--- config.mk ---
export PLATFORM = sky130hd
export DESIGN_NAME = router_pkt_ctrl_flat
export DESIGN_NICKNAME = d
export VERILOG_FILES = /design/src/rtl/router_pkt_ctrl_if.sv /design/src/rtl/router_pkt_ctrl.sv /design/src/flat_wrapper.sv
export SDC_FILE = /design/constraint.sdc
export NUM_CORES = 1
export LEC_CHECK = 0
export ABC_AREA = 1
export BUFFER_PORTS_ARGS = -buffer_cell sky130_fd_sc_hd__buf_4
export CAP_MARGIN = 20
export CORE_MARGIN = 5
export CORE_UTILIZATION = 28
export CTS_CLUSTER_SIZE = 8
export DETAILED_ROUTE_END_ITERATION = 16
export PLACE_DENSITY = 0.53
export SETUP_SLACK_MARGIN = 0.3
export SYNTH_ARGS = -nofsm -noshare
export SYNTH_HDL_FRONTEND = slang
export SYNTH_SLANG_ARGS = --single-unit
--- constraint.sdc ---
create_clock -name clock -period 1.7 [get_ports clock]
set_clock_uncertainty 0.2 [all_clocks]
set_input_delay 0.255 -clock clock [delete_from_list [all_inputs] [get_ports clock]]
set_output_delay 0.255 -clock clock [all_outputs]
set_load 0.02 [all_outputs]
--- src/rtl/router_pkt_ctrl_if.sv ---
// Source/FIFO-side signal bundle for the 1x3 router ingress controller.
// The controller connects through the slave modport; the source/FIFO side uses master.
interface router_pkt_ctrl_if;
  logic       pkt_valid;
  logic [7:0] data_in;
  logic [2:0] fifo_full;
  logic [2:0] fifo_empty;
  logic [2:0] read_enb;
  logic       busy;
  logic       error;
  logic [2:0] write_enb;
  logic [7:0] din_fifo;
  logic       lfd_state;
  logic [2:0] vld_out;
  logic [2:0] soft_reset;

  modport master (
    output pkt_valid, data_in, fifo_full, fifo_empty, read_enb,
    input  busy, error, write_enb, din_fifo, lfd_state, vld_out, soft_reset
  );

  modport slave (
    input  pkt_valid, data_in, fifo_full, fifo_empty, read_enb,
    output busy, error, write_enb, din_fifo, lfd_state, vld_out, soft_reset
  );
endinterface

--- src/rtl/router_pkt_ctrl.sv ---
// Ingress controller for the 1x3 router: header decode, FIFO write sequencing, parity check.
// Optional per-port FIFO flush timers are built when ROUTER_SOFT_RST_EN is defined.
module router_pkt_ctrl #(
  parameter int unsigned TIMEOUT          = 30,
  parameter int unsigned TMR_W            = 5,
  parameter bit          INVALID_ADDR_ERR = 1'b1
) (
  input  logic             clock,
  input  logic             resetn,
  router_pkt_ctrl_if.slave bus
);

  localparam int unsigned DW = 8;
  localparam int unsigned NP = 3;
  localparam int unsigned LW = 6;

  // One-hot states so busy decodes straight from register bits.
  typedef enum logic [7:0] {
    IDLE       = 8'b0000_0001,
    WAIT_EMPTY = 8'b0000_0010,
    WR_HDR     = 8'b0000_0100,
    LOAD_DATA  = 8'b0000_1000,
    LOAD_PAR   = 8'b0001_0000,
    FULL_HOLD  = 8'b0010_0000,
    CHECK_PAR  = 8'b0100_0000,
    DROP       = 8'b1000_0000
  } state_t;

  localparam logic [7:0] BUSY_MASK = 8'b0110_0110;

  if (TIMEOUT == 0 || TIMEOUT > (2 ** TMR_W) - 1) begin : g_tmr_chk
    $error("TMR_W too narrow for TIMEOUT");
  end

  state_t          state_q, state_d;
  logic [1:0]      addr_q, addr_d;
  logic [DW-1:0]   hdr_q, hdr_d;
  logic [LW-1:0]   rem_q, rem_d;
  logic [DW-1:0]   par_q, par_d;
  logic [DW-1:0]   rx_par_q, rx_par_d;
  logic [DW-1:0]   hold_q, hold_d;
  logic            ret_par_q, ret_par_d;
  logic            error_q, error_d;

  logic            busy;
  logic            accept;
  logic            full_a;
  logic            empty_a;
  logic            wr;
  logic            lfd;
  logic [DW-1:0]   din;

  assign busy    = |(state_q & BUSY_MASK);
  assign accept  = bus.pkt_valid & ~busy;
  assign full_a  = bus.fifo_full[addr_q];
  assign empty_a = bus.fifo_empty[addr_q];

  // Next-state and write-path decode; payload writes pass data_in through with no added latency.
  always_comb begin
    state_d   = state_q;
    addr_d    = addr_q;
    hdr_d     = hdr_q;
    rem_d     = rem_q;
    par_d     = par_q;
    rx_par_d  = rx_par_q;
    hold_d    = hold_q;
    ret_par_d = ret_par_q;
    error_d   = error_q;
    wr        = 1'b0;
    lfd       = 1'b0;
    din       = '0;
    unique case (state_q)
      IDLE: begin
        if (accept) begin
          hdr_d   = bus.data_in;
          addr_d  = bus.data_in[1:0];
          rem_d   = bus.data_in[7:2];
          par_d   = bus.data_in;
          error_d = 1'b0;
          if (bus.data_in[1:0] == 2'd3)                state_d = DROP;
          else if (bus.fifo_empty[bus.data_in[1:0]])   state_d = WR_HDR;
          else                                         state_d = WAIT_EMPTY;
        end
      end
      WAIT_EMPTY: begin
        if (empty_a) state_d = WR_HDR;
      end
      WR_HDR: begin
        wr      = 1'b1;
        lfd     = 1'b1;
        din     = hdr_q;
        state_d = (rem_q != '0) ? LOAD_DATA : LOAD_PAR;
      end
      LOAD_DATA: begin
        if (accept) begin
          par_d = par_q ^ bus.data_in;
          rem_d = LW'(rem_q - LW'(1));
          if (!full_a) begin
            wr  = 1'b1;
            din = bus.data_in;
            if (rem_q == LW'(1)) state_d = LOAD_PAR;
          end else begin
            hold_d    = bus.data_in;
            ret_par_d = 1'b0;
            state_d   = FULL_HOLD;
          end
        end
      end
      LOAD_PAR: begin
        if (accept) begin
          rx_par_d = bus.data_in;
          if (!full_a) begin
            wr      = 1'b1;
            din     = bus.data_in;
            state_d = CHECK_PAR;
          end else begin
            hold_d    = bus.data_in;
            ret_par_d = 1'b1;
            state_d   = FULL_HOLD;
          end
        end
      end
      FULL_HOLD: begin
        din = hold_q;
        if (!full_a) begin
          wr = 1'b1;
          if (ret_par_q)           state_d = CHECK_PAR;
          else if (rem_q != '0)    state_d = LOAD_DATA;
          else                     state_d = LOAD_PAR;
        end
      end
      CHECK_PAR: begin
        error_d = (rx_par_q != par_q);
        state_d = IDLE;
      end
      DROP: begin
        if (accept) begin
          if (rem_q == '0) begin
            error_d = INVALID_ADDR_ERR;
            state_d = IDLE;
          end else begin
            rem_d = LW'(rem_q - LW'(1));
          end
        end
      end
      default: state_d = IDLE;
    endcase
  end

  always_ff @(posedge clock or negedge resetn) begin
    if (!resetn) begin
      state_q   <= IDLE;
      addr_q    <= '0;
      hdr_q     <= '0;
      rem_q     <= '0;
      par_q     <= '0;
      rx_par_q  <= '0;
      hold_q    <= '0;
      ret_par_q <= 1'b0;
      error_q   <= 1'b0;
    end else begin
      state_q   <= state_d;
      addr_q    <= addr_d;
      hdr_q     <= hdr_d;
      rem_q     <= rem_d;
      par_q     <= par_d;
      rx_par_q  <= rx_par_d;
      hold_q    <= hold_d;
      ret_par_q <= ret_par_d;
      error_q   <= error_d;
    end
  end

  assign bus.busy      = busy;
  assign bus.error     = error_q;
  assign bus.lfd_state = lfd;
  assign bus.din_fifo  = din;
  assign bus.write_enb = wr ? NP'(3'b001 << addr_q) : 3'b000;
  assign bus.vld_out   = ~bus.fifo_empty;

`ifdef ROUTER_SOFT_RST_EN
  logic [TMR_W-1:0] tmr_q [NP];
  logic [NP-1:0]    sr_q;

  // Flush a port whose data has sat unread for TIMEOUT consecutive cycles.
  always_ff @(posedge clock or negedge resetn) begin
    if (!resetn) begin
      for (int i = 0; i < NP; i++) tmr_q[i] <= '0;
      sr_q <= '0;
    end else begin
      for (int i = 0; i < NP; i++) begin
        if (bus.vld_out[i] && !bus.read_enb[i]) begin
          if (tmr_q[i] == TMR_W'(TIMEOUT - 1)) begin
            tmr_q[i] <= '0;
            sr_q[i]  <= 1'b1;
          end else begin
            tmr_q[i] <= TMR_W'(tmr_q[i] + TMR_W'(1));
            sr_q[i]  <= 1'b0;
          end
        end else begin
          tmr_q[i] <= '0;
          sr_q[i]  <= 1'b0;
        end
      end
    end
  end

  assign bus.soft_reset = sr_q;
`else
  logic unused_read_enb;
  assign unused_read_enb = ^bus.read_enb;
  assign bus.soft_reset  = 3'b000;
`endif

endmodule
--- src/flat_wrapper.sv ---
// flat-port wrapper written by rule: the top's interface ports become plain ports
module router_pkt_ctrl_flat 
#(
  parameter int unsigned TIMEOUT          = 30,
  parameter int unsigned TMR_W            = 5,
  parameter bit          INVALID_ADDR_ERR = 1'b1
)
  (clock, resetn, bus_pkt_valid, bus_data_in, bus_fifo_full, bus_fifo_empty, bus_read_enb, bus_busy, bus_error, bus_write_enb, bus_din_fifo, bus_lfd_state, bus_vld_out, bus_soft_reset);
  router_pkt_ctrl_if bus_i ();
  input  logic clock;
  input  logic resetn;
  input wire logic [$bits(bus_i.pkt_valid)-1:0] bus_pkt_valid;
  input wire logic [$bits(bus_i.data_in)-1:0] bus_data_in;
  input wire logic [$bits(bus_i.fifo_full)-1:0] bus_fifo_full;
  input wire logic [$bits(bus_i.fifo_empty)-1:0] bus_fifo_empty;
  input wire logic [$bits(bus_i.read_enb)-1:0] bus_read_enb;
  output wire logic [$bits(bus_i.busy)-1:0] bus_busy;
  output wire logic [$bits(bus_i.error)-1:0] bus_error;
  output wire logic [$bits(bus_i.write_enb)-1:0] bus_write_enb;
  output wire logic [$bits(bus_i.din_fifo)-1:0] bus_din_fifo;
  output wire logic [$bits(bus_i.lfd_state)-1:0] bus_lfd_state;
  output wire logic [$bits(bus_i.vld_out)-1:0] bus_vld_out;
  output wire logic [$bits(bus_i.soft_reset)-1:0] bus_soft_reset;
  assign bus_i.pkt_valid = bus_pkt_valid;
  assign bus_i.data_in = bus_data_in;
  assign bus_i.fifo_full = bus_fifo_full;
  assign bus_i.fifo_empty = bus_fifo_empty;
  assign bus_i.read_enb = bus_read_enb;
  assign bus_busy = bus_i.busy;
  assign bus_error = bus_i.error;
  assign bus_write_enb = bus_i.write_enb;
  assign bus_din_fifo = bus_i.din_fifo;
  assign bus_lfd_state = bus_i.lfd_state;
  assign bus_vld_out = bus_i.vld_out;
  assign bus_soft_reset = bus_i.soft_reset;
  router_pkt_ctrl #(.TIMEOUT(TIMEOUT), .TMR_W(TMR_W), .INVALID_ADDR_ERR(INVALID_ADDR_ERR)) u_core (.clock(clock), .resetn(resetn), .bus(bus_i));
endmodule
* Word level (Yosys, flattened, before mapping) *
Index checks and enable logic that the tools add are counted.

cells by class
  bitwise gates (word level) = 4
  muxes and demuxes = 46
  magnitude comparators = 2
  $add $sub $neg = 1
  reduce and logical (&&, ||, !) cells = 16
  eq/ne operators = 22
  shift-type cells = 1

operator list
  cell                                                             number
  8-bit 2-to-1 mux                                                 15
  8-bit one-hot mux with 7 select lines                            1
  6-bit 2-to-1 mux                                                 4
  8-bit one-hot mux with 3 select lines                            1
  6-bit one-hot mux with 3 select lines                            1
  2-bit by 1-bit != test with 1-bit output, second input constant  8
  8-bit one-hot mux with 2 select lines                            1
  1-bit 2-to-1 mux                                                 13
  5-bit AND reduction                                              2
  8-bit by 1-bit == test with 1-bit output, second input constant  1
  8-bit by 2-bit == test with 1-bit output, second input constant  1
  8-bit by 3-bit == test with 1-bit output, second input constant  1
  8-bit by 4-bit == test with 1-bit output, second input constant  1
  8-bit by 5-bit == test with 1-bit output, second input constant  1
  8-bit by 6-bit == test with 1-bit output, second input constant  1
  8-bit by 7-bit == test with 1-bit output, second input constant  1
  8-bit == test, second input constant                             1
  8-bit != test                                                    1
  8-bit AND reduction                                              1
  8-bit XOR                                                        1
  7-bit 2-to-1 mux                                                 1
  1-bit binary-select mux with 2-bit select                        3
  6-bit by 1-bit == test with 1-bit output, second input constant  1
  6-bit zero test                                                  1
  other kinds (21)                                                 29

word-level totals
  flip-flop bits (word level) = 50
  output and inout port bits = 20
  word-level logic and storage cells = 101
  input bits = 20

* Depth between registers and ports, before layout *
Gate-level depths: netlist of run 1.

  depth after elaboration = 6
  mapped depth = 10
  mapped depth without buffers = 10

* Least setup slack after synthesis of run 1 *
Ideal clock, no wire load.

  path type = register -> output
  from = register u_core.state_q[2]
  to = output port bus_write_enb[0]
  data arrival time = 1.608 ns
  stages on the path, launching flop included = 10
  slack = -0.363 ns
  buffers on the path = 0
  required time = 1.245 ns
  path through = dfrtp_1 inv_2 nand2_1 nor2_4 nand2_8 nand2_4 nand2_1 nand2_1 o21ai_1 nor3_1

between the ends
  cells in the longest elaborated chain, start to end = 6
  elaborated cells on any way between the ends = 11
  classes of those cells = 4 x eq/ne; 3 x mux; 2 x bitwise; 2 x reduce/logical

RTL lines
  what                                       RTL line                source
  start, declared                            router_pkt_ctrl.sv:35   state_t state_q, state_d;
  start signal, assigned                     router_pkt_ctrl.sv:162  state_q <= state_d;
  4-bit OR reduction                         router_pkt_ctrl.sv:53   assign busy = |(state_q & BUSY_MASK);
  1-bit inverter                             router_pkt_ctrl.sv:54   assign accept = bus.pkt_valid & ~busy;
  1-bit bitwise AND                          router_pkt_ctrl.sv:54
  1-bit 2-to-1 mux                           router_pkt_ctrl.sv:95   if (accept) begin
  1-bit one-hot mux with 3 select lines (*)  router_pkt_ctrl.sv:72   unique case (state_q)
  3-bit 2-to-1 mux (*)                       router_pkt_ctrl.sv:178  assign bus.write_enb = wr ? NP'(3'b001 << addr_q) : 3'b000;
  end, declared                              flat_wrapper.sv:19      output wire logic [$bits(bus_i.write_enb)-1:0] bus_write_enb;

Every way passes the cells marked *; elsewhere a longest branch is shown, timed or not.

* Worst setup path in the final report of run 1 *
  from = register u_core.state_q[4]
  to = output port bus_din_fifo[1]

between the ends
  cells in the longest elaborated chain, start to end = 3
  elaborated cells on any way between the ends = 6
  classes of those cells = 4 x eq/ne; 1 x mux; 1 x reduce/logical

RTL lines
  what                                                                                                  RTL line               source
  8-bit by 4-bit == test with 1-bit output or 8-bit by 5-bit == test with 1-bit output (tied branches)  router_pkt_ctrl.sv:72
  2-bit OR reduction (no line)                                                                          -
  8-bit one-hot mux with 3 select lines (*)                                                             router_pkt_ctrl.sv:72
  end, declared                                                                                         flat_wrapper.sv:20     output wire logic [$bits(bus_i.din_fifo)-1:0] bus_din_fifo;

Marks and branches as above.

==> results of run 1 <==
[repair_timing]
action / CTS / global route
gates resized for setup: 54 / 43
gates cloned: 8 / 1
pin swaps: 25 / 15
endpoints found under the setup margin: 61 / 61
setup buffers: 15 / 7
endpoints found under the hold margin: 50 / 0
hold buffers: 3 / 0
[synthesized netlist by cell type (3+ instances only)]
| cell | number |
|---|---|
| a21oi_1 | 6 |
| buf_2 | 4 |
| buf_4 | 6 |
| buf_6 | 4 |
| dfrtp_1 | 47 |
| ha_1 | 3 |
| inv_1 | 29 |
| inv_2 | 7 |
| nand2_1 | 111 |
| nand2_2 | 5 |
| nand2_4 | 7 |
| nand3_1 | 45 |
| nor2_1 | 30 |
| nor2_2 | 8 |
| nor2_4 | 8 |
| nor3_1 | 3 |
| o21ai_0 | 21 |
| o21ai_1 | 13 |
| o21ai_2 | 6 |
| xnor2_1 | 8 |
| xor2_1 | 9 |
[where the power goes]
part	total (mW)	internal, mW	switching [mW]
logic	5.33	2.47	2.86
clock network	0.878	0.444	0.434
registers	1.97	1.61	0.366
total	8.18	4.52	3.66
[critical path: stages, from the launching register on]
cell     delay [ns]
dfrtp_2        0.46
nor2_4         0.18
nand2_8        0.09
nor2_4         0.17
buf_6          0.14
buf_12         0.11
nand2_1        0.06
nand3_2        0.09
buf_6          0.12
[sequential cells by signal (all words and copies together), names as in the netlist]
signal            flops
u_core.hdr_q          8
u_core.hold_q         8
u_core.par_q          8
u_core.rx_par_q       8
u_core.state_q        8
u_core.rem_q          6
u_core.bus.error      1
u_core.ret_par_q      1
[final cells by class]
class,count,area [µm²],share of cell area (%)
inverter,39,171,3.53
clock inverter,3,46.3,0.954
sequential,48,1210,24.9
timing repair buffer,112,1050,21.6
clock buffer,5,68.8,1.42
tap,140,175,3.61
multi-input combinational,304,2130,43.9
[kinds of logic after synthesis]
group | after synthesis | share of synthesized area, %
adder cells (fa/ha/maj) | 3 | 1.22
buffers and inverters | 53 | 8.67
XOR/XNOR | 17 | 4.84
flip-flops | 48 | 39.1
other | 1 | 0.122
AND/OR/NAND/NOR | 223 | 36.0
AO/OA/AOI/OAI | 51 | 10.0
[metal layers]
layer | vias up | share of wire [%]
li1 | 1508 | -
met1 | 1477 | 46
met2 | 61 | 48
met3 | 6 | 5.4
met4 | 0 | 0.84
met5 | - | 0
[layout by cell type (no fill, tap or decap), drive strengths merged]
master       instances
nand2              130
buf                108
nand3               49
dfrtp               47
nor2                46
o21ai               41
inv                 39
xor2                 9
xnor2                8
a21oi                7
clkbuf               6
nor3                 3
ha                   3
conb                 3
dlygate4sd3          3
nand4                2
o31ai                2
clkinv               1
a22oi                1
bufinv               1
clkinvlp             1
dfstp                1
[worst min-delay path by stage]
stage | startpoint | endpoint | slack [ns] | cells past startpoint
finish | bus_data_in[6] | u_core.par_q[6]$_DFFE_PN0P_ | 0.01 | 3
global route | bus_data_in[6] | u_core.par_q[6]$_DFFE_PN0P_ | 0.008 | 3
CTS | bus_data_in[7] | u_core.par_q[7]$_DFFE_PN0P_ | 0.004 | 3
detailed placement | resetn | u_core.hdr_q[1]$_DFFE_PN0P_ | -0.01 | 1
global placement | resetn | u_core.hdr_q[0]$_DFFE_PN0P_ | -0.02 | 1
floorplan | resetn | u_core.bus.error$_DFFE_PN0P_ | -0.24 | 0
[metrics by stage]
step | util (%) | instance area (µm²) | total power [mW]
3_3_place_gp | 37.1 | 4010 | 5.87
6_report | 45.0 | 4850 | 8.18
5_1_grt | 45.0 | 4850 | 8.78
3_5_place_dp | 37.1 | 4010 | 5.94
2_1_floorplan | - | 3260 | 4.60
4_1_cts | 42.8 | 4620 | 7.74
==> metrics.md, run 1 <==
| Metric | Value |
|---|---|
| Class of the worst hold path | in -> reg |
| Placeable Area | 10,800 µm² |
| DRC errors left | 0 |
| Tcrit/Tclk final | 129% |
| Hpwl dp | 6200 µm |
| Cell accounting for the most synthesized area | dfrtp_1 |
| Filler Cell Count | 1,073 |
| Vias | 3,052 |
| DRT Pass-1 Iters | 4 |
| Layout cells sized above 1 | 50.3% |
| Critical Path AT | 1.73 ns |
| Root Buffer | clkbuf_8 |
| Leak pwr | 2.31 nW |
| Synth top area share | 38.3% |
| Max Fanout on Critical Path | 5 |
| Remaining antenna violation count | 0 |
| Final WL | 9510 µm |
| Crit path kind | reg -> out |
| PD cells | 1690 nW/µm² |
| Synth-to-Final Area Change | 57.9% |
| DR iter-0 viols | 189 |
| FF-to-FF path depth | 10 |
| Via density | 4.69 |
| Mean Syn Cell Area | 7.76 µm² |
| Io pins | 40 |
| FF-to-FF End | u_core.state_q[4]$_DFFE_PN0P_ |
| Final net count | 533 |
| Setup crit start | u_core.state_q[4]$_DFFE_PN0P_ |
| Non-filler instance count after layout | 651 |
| Clock latency on the worst-skew pair | 0.30 ns |
| Ys Warns | 0 |
| Initial Util | 28.5% |
| Async SR Flop Fraction | 100% |
| # clock sinks | 48 |
| Final Hold Violating Endpoints | 0 |
| Area of the die | 13,200 µm² |
| Count of pins over their slew limit | 0 |
| M3 GR Usage | 2.05% |
| Post-synth top flop | dfrtp_1 |
| Final setup margin | -0.486 ns |
| CTS tree | done |
| Failing checks | setup timing |
| Initial antenna violation count | 0 |
| Worst setup EP type | output port |
| I/O Buffers | 33 |
| First-pass GRT wire length | 15,500 µm |
| Dpl ws | -0.220 ns |
| RSZ-0062 raised after global routing | yes |
| Setup TNS | -13.88 ns |
| CP required | 1.24 ns |
| WL/cell | 14.6 µm |
| Vias in the first global route | 3,012 |
| # rows | 38 |
| Post-Syn Instances | 396 |
| Total GRT Usage | 14.8% |
| Largest net degree at the start of global routing | 24 |
| Max_cap viols | 0 |
| H-tree Lvls | 2 |
| R2r setup slk | -0.34 ns |
| Die H | 115 µm |
| Final min period | 2.19 ns |
| Grt ovf | 0 |
| CP startpoint kind | flip-flop |
| Status | finished, violations left |
| Seq/Total Area, Yosys | 39.1% |
| FMAX | 0.458 GHz |
| Gpl congestion | 0.840 |
| Busiest layer in global routing | met2 |
| Clk pin slew, worst setup/hold paths | 0.10 ns |
| Inst Count DP | 609 |
| N_diodes | 0 |
| Final hold slack | 0.0115 ns |
| Longest Clk Path Bufs | 2 |
| Grt met2 use | 23.9% |
| Synth Cell Area | 3070 µm² |
| Yosys reg bits | 48 |
| Peak VDD IR | 0.00115 V |
| Critical R2R Launch | u_core.state_q[6]$_DFFE_PN0P_ |
| Synth top area cells | dfrtp_1 (38%), nand2_1 (14%), nand3_1 (7.3%), nor2_1 (3.7%), inv_1 (3.5%) |
| Post-synth EDFFs | 0 |
| Die width | 115 µm |
| Total CTS buffers | 5 |
| CP Capture Point | bus_din_fifo[1] |
| Setup violators final | 59 |
| Netlist cell types | 32 |
| GR Util met1 | 21.6% |
No activity file was read; power rests on OpenSTA's default activity.
==> run 2, diff against run 1 <==
--- a/config.mk
+++ b/config.mk
@@ -5,11 +5,11 @@
 export SDC_FILE = /design/constraint.sdc
 export NUM_CORES = 1
 export LEC_CHECK = 0
-export ABC_AREA = 1
 export BUFFER_PORTS_ARGS = -buffer_cell sky130_fd_sc_hd__buf_4
 export CAP_MARGIN = 20
 export CORE_MARGIN = 5
 export CORE_UTILIZATION = 28
+export CTS_CLUSTER_DIAMETER = 60
 export CTS_CLUSTER_SIZE = 8
 export DETAILED_ROUTE_END_ITERATION = 16
 export PLACE_DENSITY = 0.53
==> metrics.md, run 2 <==
| Metric | Value |
|---|---|
| Status | finished, violations left |
| Failing checks | hold timing, setup timing |
| CP startpoint kind | flip-flop |
| Count of pins over their slew limit | 0 |
| Post-synth EDFFs | 0 |
| Die H | 111 µm |
| Cell accounting for the most synthesized area | dfrtp_1 |
| Io pins | 40 |
| PD cells | 1720 nW/µm² |
| Initial antenna violation count | 0 |
| Seq/Total Area, Yosys | 42.1% |
| Ys Warns | 0 |
| Final WL | 8070 µm |
| RSZ-0062 raised after global routing | yes |
| N_diodes | 0 |
| Longest Clk Path Bufs | 2 |
| Tcrit/Tclk final | 150% |
| Total CTS buffers | 5 |
| Leak pwr | 2.08 nW |
| Via density | 4.70 |
| DP Area | 3820 µm² |
| Peak VDD IR | 0.000520 V |
| Layout cells sized above 1 | 53.0% |
| FMAX | 0.392 GHz |
| Hpwl dp | 5960 µm |
| Post-Syn Instances | 285 |
| Total GRT Usage | 13.3% |
| Area of the die | 12,300 µm² |
| DRT Pass-1 Iters | 4 |
| Final Hold Violating Endpoints | 1 |
| Design Area, Final | 4370 µm² |
| Async SR Flop Fraction | 100% |
| Root Buffer | clkbuf_8 |
| CTS tree | done |
| Synth top area cells | dfrtp_1 (41%), nand2_1 (6.6%), mux2_4 (5.3%), mux2_2 (3.2%), xnor2_1 (3.1%) |
| DR iter-0 viols | 133 |
| Gpl congestion | 0.775 |
| Vias in the first global route | 2,739 |
| Initial Util | 28.9% |
| Max_cap viols | 0 |
| # rows | 36 |
| H-tree Lvls | 2 |
| Class of the worst hold path | in -> reg |
| Layout Utilization | 44.3% |
| Synth Cell Area | 2850 µm² |
| Post-synth top flop | dfrtp_1 |
| Grt ovf | 0 |
| Count leader, synth | nand2_1 |
| WL/cell | 15.1 µm |
| Clk pin slew, worst setup/hold paths | 0.10 ns |
| Largest net degree at the start of global routing | 27 |
| DRC errors left | 0 |
| Setup violators final | 61 |
| Final hold slack | -0.00128 ns |
| Setup TNS | -30.88 ns |
| Netlist cell types | 56 |
| Yosys reg bits | 48 |
| Placeable Area | 9860 µm² |
| Synth top area share | 41.2% |
| Final min period | 2.55 ns |
| Vias | 2,515 |
| Clock latency on the worst-skew pair | 0.31 ns |
| Commonest non-fill, non-tap cell in the layout | buf_4 |
| Crit path kind | reg -> out |
| Commonest cells post-synth | nand2_1 (50), dfrtp_1 (47), inv_1 (17) |
| Die width | 111 µm |
| Most frequent cells in the layout | buf_4 (86), dfrtp_1 (46), buf_6 (33), nand2_1 (30) |
| Worst setup EP type | output port |
| Critical Path AT | 2.10 ns |
| Remaining antenna violation count | 0 |
| Mean Syn Cell Area | 10.0 µm² |
| First-pass GRT wire length | 13,500 µm |
| Max Fanout on Critical Path | 3 |
| Synth-to-Final Area Change | 53.2% |
| I/O Buffers | 33 |
| Final setup margin | -0.854 ns |
| Final net count | 424 |
| # clock sinks | 48 |
| CP required | 1.24 ns |
run 2: cell count changes in the layout (fill, tap and decap cells not counted), sizes merged, moves of 14 or more:
cell / previous run / this run
buf: 108 / 122
nand3: 49 / 5
nor2: 46 / 17
nand2: 130 / 50
inv: 39 / 18
o21ai: 41 / 15
mux2: 0 / 18
run 2: what timing repair did:
action / CTS / global route
resized for setup: 43 / 35
hold endpoints to repair: 48 / 0
hold buffers: 1 / 0
setup buffers: 8 / 4
gates cloned: 0 / 2
pin swaps: 11 / 14
setup endpoints to repair: 61 / 61
run 2: stage by stage:
step | total power [mW] | cells | setup WS (ns) | hold slack, ns
floorplan | 4.20 | 287 | -0.591 | -0.241
global placement | 5.69 | 512 | -0.575 | 0.00395
detailed placement | 5.76 | 512 | -0.592 | 0.00368
CTS | 7.20 | 529 | -0.876 | 0.000768
global route | 8.04 | 535 | -0.989 | 0.0219
finish | 7.52 | 535 | -0.854 | -0.00128
run 2: path summary, 6_finish.rpt:
kind	from	end	slack [ns]	cells after the start
min	bus_data_in[6]	u_core.hdr_q[6]$_DFFE_PN0P_	-0.001	3
min in group asynchronous	resetn	u_core.state_q[3]$_DFFE_PN0P_	0.20	2
min reg2reg	u_core.hdr_q[4]$_DFFE_PN0P_	u_core.hdr_q[4]$_DFFE_PN0P_	0.30	2
max in group asynchronous	resetn	u_core.rx_par_q[6]$_DFFE_PN0P_	0.65	3
max	u_core.state_q[4]$_DFFE_PN0P_	bus_write_enb[0]	-0.85	6
max reg2reg	u_core.state_q[4]$_DFFE_PN0P_	u_core.state_q[3]$_DFFE_PN0P_	-0.63	7
run 2: cell type report:
| cell class | instances | area, µm² |
|---|---|---|
| Timing Repair Buffer | 124 | 1110 |
| Multi-Input combinational cell | 205 | 1690 |
| Inverter | 17 | 63.8 |
| Fill cell | 948 | 5490 |
| Sequential cell | 48 | 1200 |
| Clock buffer | 5 | 68.8 |
| Clock inverter | 3 | 68.8 |
| Tap cell | 133 | 166 |
run 2: power breakdown:
| part | internal, mW | total, mW | switching (mW) |
|---|---|---|---|
| combinational | 2.48 | 4.56 | 2.08 |
| clock | 0.592 | 1.01 | 0.417 |
| sequential | 1.61 | 1.95 | 0.345 |
| total | 4.68 | 7.52 | 2.84 |
run 2: metal layers:
metal / GRT usage (%) / wire length (µm) / vias to the layer above
li1: - / - / 1222
met1: 16.5 / 3490 / 1261
met2: 24.1 / 4320 / 25
met3: 1.86 / 158 / 7
met4: 3.45 / 92 / 0
met5: 0 / 0 / -
run 2: kinds of logic (layout without fill, tap and decap cells):
family	after synthesis	in the layout	synth area share, %
buffers and inverters	34	149	6.14
other	1	3	0.131
adders and majority gates	3	3	1.32
AOI/OAI and AO/OA	45	45	12.1
muxes	22	22	9.82
xor gates and xnor gates	20	20	6.14
DFF	48	48	42.1
and+or+nand+nor	112	112	22.2
run 2: critical path, cell delays in order (launching register included):
cell and delay [ns]:
dfrtp_1 0.41, or4_4 0.57, nor4_4 0.21, or2_1 0.18
a21oi_2 0.09, nor3_2 0.17, buf_4 0.16
